## config.mk

```make
export PLATFORM = sky130hd
export DESIGN_NAME = ifetch_queue
export DESIGN_NICKNAME = d
export VERILOG_FILES = /design/src/rtl/ifetch_queue.sv
export SDC_FILE = /design/constraint.sdc
export NUM_CORES = 1
export LEC_CHECK = 0
export ABC_AREA = 1
export BUFFER_PORTS_ARGS = -buffer_cell sky130_fd_sc_hd__buf_2
export CAP_MARGIN = 20
export CORE_ASPECT_RATIO = 1.2
export CORE_MARGIN = 4
export CORE_UTILIZATION = 40
export CTS_BUF_LIST = sky130_fd_sc_hd__clkbuf_8
export DETAILED_ROUTE_END_ITERATION = 10
export GPL_TIMING_DRIVEN = 1
export PLACE_DENSITY = 0.69
export SLEW_MARGIN = 20
export SYNTH_ARGS = -nofsm -noshare
export SYNTH_HDL_FRONTEND = slang
export SYNTH_SLANG_ARGS = --single-unit
```

## constraint.sdc

```tcl
create_clock -name clk -period 3.1 [get_ports clk]
set_input_delay 0.465 -clock clk [delete_from_list [all_inputs] [get_ports clk]]
set_output_delay 0.465 -clock clk [all_outputs]
set_load 0.02 [all_outputs]
```

## src/rtl/ifetch_queue.sv

```systemverilog
// ifetch_queue: prefetch queue between a req/gnt/rvalid ibus and decode, with redirect flush.
// Define IFQ_BYPASS_EN to present a response to decode in the cycle it arrives when the queue is empty.
module ifetch_queue #(
  parameter int ADDR_W = 16,
  parameter int DEPTH = 4,
  parameter int MAX_OUTSTANDING = 2,
  parameter logic [ADDR_W-1:0] RESET_PC = '0
) (
  input  logic                       clk,
  input  logic                       rst,
  input  logic                       redirect,
  input  logic [ADDR_W-1:0]          redirect_addr,
  output logic                       ibus_req,
  output logic [ADDR_W-1:0]          ibus_addr,
  input  logic                       ibus_gnt,
  input  logic                       ibus_rvalid,
  input  logic [31:0]                ibus_rdata,
  output logic                       out_valid,
  output logic [31:0]                out_instr,
  output logic [ADDR_W-1:0]          out_pc,
  input  logic                       out_ready,
  output logic [$clog2(DEPTH):0]     count
);
  localparam int CW = $clog2(DEPTH) + 1;
  localparam int PW = $clog2(DEPTH);
  logic [31:0]       r_instr [DEPTH];
  logic [ADDR_W-1:0] r_pc [DEPTH];
  logic [PW-1:0]     r_wp, r_rp;
  logic [CW-1:0]     r_count, r_inflight, r_drop;
  logic [ADDR_W-1:0] r_fetch_pc, r_resp_pc;
  logic              w_req, w_fire, w_byp, w_push, w_pop;
  logic [ADDR_W-1:0] w_raddr;
  // Credit rule: queued plus in-flight never exceeds DEPTH, so pushes cannot overflow.
  assign w_req = !rst && !redirect &&
                 ((CW+1)'(r_count) + (CW+1)'(r_inflight) < (CW+1)'(DEPTH)) &&
                 (r_inflight < CW'(MAX_OUTSTANDING));
  assign w_fire = w_req && ibus_gnt;
  assign w_raddr = {redirect_addr[ADDR_W-1:2], 2'b00};
`ifdef IFQ_BYPASS_EN
  assign w_byp = !rst && !redirect && ibus_rvalid && r_count == '0 && r_drop == '0;
`else
  assign w_byp = 1'b0;
`endif
  assign w_push = !rst && !redirect && ibus_rvalid && r_drop == '0 && !(w_byp && out_ready);
  assign w_pop = r_count != '0 && out_ready && !redirect;
  assign ibus_req = w_req;
  assign ibus_addr = r_fetch_pc;
  assign out_valid = !rst && (r_count != '0 || w_byp);
  assign out_instr = w_byp ? ibus_rdata : r_instr[r_rp];
  assign out_pc = w_byp ? r_resp_pc : r_pc[r_rp];
  assign count = rst ? '0 : r_count;
  always_ff @(posedge clk) begin
    if (w_push) begin
      r_instr[r_wp] <= ibus_rdata;
      r_pc[r_wp] <= r_resp_pc;
    end
  end
  always_ff @(posedge clk) begin
    if (rst) begin
      r_fetch_pc <= RESET_PC;
      r_resp_pc <= RESET_PC;
      r_wp <= '0;
      r_rp <= '0;
      r_count <= '0;
      r_inflight <= '0;
      r_drop <= '0;
    end else begin
      r_inflight <= r_inflight + CW'(w_fire) - CW'(ibus_rvalid);
      if (redirect) begin
        r_wp <= '0;
        r_rp <= '0;
        r_count <= '0;
        r_fetch_pc <= w_raddr;
        r_resp_pc <= w_raddr;
        r_drop <= r_drop + r_inflight - CW'(ibus_rvalid);
      end else begin
        if (w_fire) r_fetch_pc <= r_fetch_pc + ADDR_W'(4);
        if (ibus_rvalid && r_drop != '0) r_drop <= r_drop - CW'(1);
        if (ibus_rvalid && r_drop == '0) r_resp_pc <= r_resp_pc + ADDR_W'(4);
        if (w_push) r_wp <= r_wp + PW'(1);
        if (w_pop) r_rp <= r_rp + PW'(1);
        r_count <= r_count + CW'(w_push) - CW'(w_pop);
      end
    end
  end
  always_ff @(posedge clk) begin
    if (!rst) assert (!(w_push && !w_pop && r_count == CW'(DEPTH)));
  end
endmodule
```

==> summary.md <==
| Metric | Value |
|---|---|
| Root buffer cell | clkbuf_8 |
| Area Growth Syn to Fin | 17.6% |
| Gate Count Post-Synth | 865 |
| Grt peak-use layer | met2 |
| Hold Path Class | input port to flip-flop |
| Worst path buffer plus inverter count | 2 |
| Total Power | 6560 uW |
| Vias | 6642 |
| Flops & latches, synth | around 230 |
| CTS tree | built |
| Starting density of the core | around 41% |
| H-tree depth | 2 |
| Worst setup EP type | primary output |
| Measured slew at the worst slew-check pin | between 0.9 and 1 ns |
| CP Max Fanout | 92 |
| CP cell instances | buf_4 > o21ai_0 > o22ai_1 > buf_2 |
| Number of global-route vias before repair | 6404 |
| Avg Cell Area, Syn | about 11 sq um |
| Netlist cell types | 35 |
| Worst vdd ir | around 0.00047 V |
| Site row count | 61 |
| Met2 GRT Util | 25.8% |
| DIE HEIGHT | around 180 um |
| Drt first pass iters | 4 |
| I/O Pins | 123 |
| Setup TNS | 0 ns |
| Clk buf depth | 3 |
| FMAX | about 360 MHz |
| Synth area leaders | edfxtp_1 58%, dfxtp_1 9.0%, o21ai_0 6.3% |
| Cell type of the slowest stage on the worst timing path | buf_4 |
| Reg2Reg Depth | 11 |
| Hold Buf Count CTS | 0 |
| Unrepaired setup endpoints after global routing | no |
| DRC | 0 |
| PwrDens | 583 nW/um^2 |
| Final core utilization | about half |
| Antenna violations before repair | 1 |
| WHS Path Cells | 1 |
| Final-stage net count | roughly 1100 |
| M1 GR Usage | about a fifth |
| WS Path Type | flip-flop to primary output |
| Leakage | 0.00426 uW |
| Total global-route track usage | between 10% and 20% |
| CTS sink cnt | 227 |
| Crit path DAT | 2.30 ns |
| Die ar. | between 20000 and 30000 sq um |
| Fin. Hold Viols | 0 |
| WL/cell | ~15 um |
| TritonCTS Buffers | 37 |
| Routed wire length | approximately 21000 um |
| First-pass GRT wire length | roughly 32000 um |
| GRT Residual Overflow | 0 |
| Crit share post-route | between 80% and 90% |
| Status | finished clean |
| Fin crit period | around 2.8 ns |
| Vias/cell | between 4 and 5 |
| Critical path's largest stage delay | about 0.71 ns |
| Seq/Total Area, Yosys | between 60 and 70% |
| GPL Wtd Cong | roughly 0.84 |
| Reg-to-reg slack, setup | between 0.7 and 0.8 ns |
| Hold endpoint | r_instr[0][6] |
| Reg2reg start | r_drop[0] |
| Clk slew on worst S/H paths | ~0.060 ns |
| Critical Path Start Type | flip-flop |
| Die X | approximately 150 um |
| MaxCap Viol Count | 0 |
| I/O Buffers | ~120 |
| Required time of the critical path | between 2 and 3 ns |
| Max transition margin | around two fifths |
| Top-area cell type share of the netlist area | ~58% |
| Routed Antenna Nets | 0 |
| # Post-CTS Setup Buffers | 0 |
| Proportion of layout cells with a drive suffix above 1 | between 20% and 30% |
| Levels on crit path | 4 |
| Yosys warnings | 0 |
| Post-DP HPWL | 12400 um |
| Worst R2R End | r_count[2] |
| Family with the most delay on the worst path | buffers and inverters |
| Min-delay src | ibus_rdata[6] |
| Dominant cell type by area after synthesis | edfxtp_1 |
| Area of the core | between 20000 and 25000 sq um |
| M3 GR Usage | around 3.2% |
| Initial DRC count | around 310 |
| Filler Cell Count | approximately 2100 |
| Largest net degree at the start of global routing | between 90 and 100 |
| Fin. max-slew vios | 0 |
| Clock Latency Late Sink | 0.53 ns |
| Final setup violation count | 0 |
| Post-CTS sizing | 0 |
| Final Skew | between 0.02 and 0.03 ns |
| Cell area after synthesis | between 9000 and 10000 sq um |
## worst max path at each step
stage,from,endpoint,slack (ns)
after CTS,flip-flop,out_pc[8],0.27
after global routing,flip-flop,out_pc[8],0.15
after detailed placement,rst,r_count[2],0.68
after floorplan,redirect,r_instr[0][0],-0.17
final,flip-flop,out_pc[14],0.33
after global placement,rst,r_count[2],0.69
## logic make-up after synthesis
kind of cell	after synthesis	synth area share, %
simple gates	286	12.4
flops	227	66.7
compound gates	207	11.6
buf+inv	110	5.07
fa+ha+maj	21	2.98
xor+xnor	13	1.19
other cells	1	0.0392
## worst register-to-register path, stage by stage (launching register included)
cell and delay [ns]:
dfxtp_1 0.31, inv_1 0.10, ha_1 0.19, nand3_2 0.17, nor2_1 0.13, inv_1 0.18, ha_1 0.34, inv_1 0.04
ha_1 0.18, fa_1 0.37, o21ai_0 0.17, a21oi_1 0.06
## where the power goes
part	internal (uW)	switching [uW]	total, uW
clock network	1320	1150	2470
registers	3400	85.5	3480
logic	231	374	605
## state kept, by name, indices dropped and copies added, names as in the netlist, named ones only
register / cells
r_rp: 2
r_count: 3
r_inflight: 3
r_drop: 3
r_resp_pc: 14
r_pc: 56
r_wp: 2
ibus_addr: 14
r_instr: 128
## synth_stat cells
cell type and instances:
a21boi_0 1, a21o_1 1, a21oi_1 32, a221oi_1 1, a31oi_1 4, buf_2 11, buf_4 5, buf_6 4
clkbuf_1 24, clkinv_4 1, conb_1 1, dfxtp_1 43, edfxtp_1 184, fa_1 3, ha_1 18, inv_1 60
inv_2 3, inv_4 2, nand2_1 83, nand2_2 3, nand2_4 1, nand3_1 31, nand3_2 2, nand4_1 6
nor2_1 149, nor2_2 6, nor2_4 1, nor3_1 3, o21a_1 1, o21ai_0 120, o21bai_1 1, o22ai_1 46
or2_2 1, xnor2_1 6, xor2_1 7
## metal layers
metal  routed length [um]  vias to the layer above  part of all wire, %
met3                 1230                       45                  6.0
met4                  601                        0                  2.9
met1                 8730                     3130                   42
li1                     -                     3288                    -
met2                10100                      179                   49
met5                    0                        -                    0
## through the flow
stage	instances	setup WS [ns]	hold slack, ns	cell area (sq um)
floorplan	868	-0.173	0.436	9580
finish	1339	0.331	0.140	11300
CTS	1338	0.267	0.103	11300
detailed placement	1271	0.684	0.456	10500
global route	1339	0.150	0.111	11300
global placement	1271	0.694	0.445	10500
## final cells by class
type / count / area [sq um] / share of cell area [%]
well taps: 315 / 394 / 3.50
diodes: 1 / 2.50 / 0.0222
multi-input cells: 531 / 2740 / 24.3
flip-flops and latches: 227 / 6390 / 56.8
clock inverters: 29 / 184 / 1.63
clock buffers: 38 / 523 / 4.65
repair buffers: 132 / 763 / 6.78
inverters: 66 / 258 / 2.29
## placed cells by master (no fill, tap or decap), types with 2 or more instances in the layout
cell,Yosys,final
a21oi_1,32,32
a31oi_1,4,4
buf_12,0,5
buf_2,11,116
buf_4,5,11
bufinv_16,0,2
clkbuf_8,0,38
clkinv_1,0,7
clkinv_2,0,8
conb_1,1,4
dfxtp_1,43,41
dfxtp_2,0,2
edfxtp_1,184,184
fa_1,3,3
ha_1,18,18
inv_1,60,70
inv_2,3,3
inv_4,2,2
nand2_1,83,83
nand2_2,3,3
nand3_1,31,31
nand3_2,2,2
nand4_1,6,6
nor2_1,149,145
nor2_2,6,6
nor2_4,1,5
nor3_1,3,3
o21ai_0,120,120
o22ai_1,46,46
xnor2_1,6,6
xor2_1,7,7
Note: power is estimated with default switching activity, not from simulation.
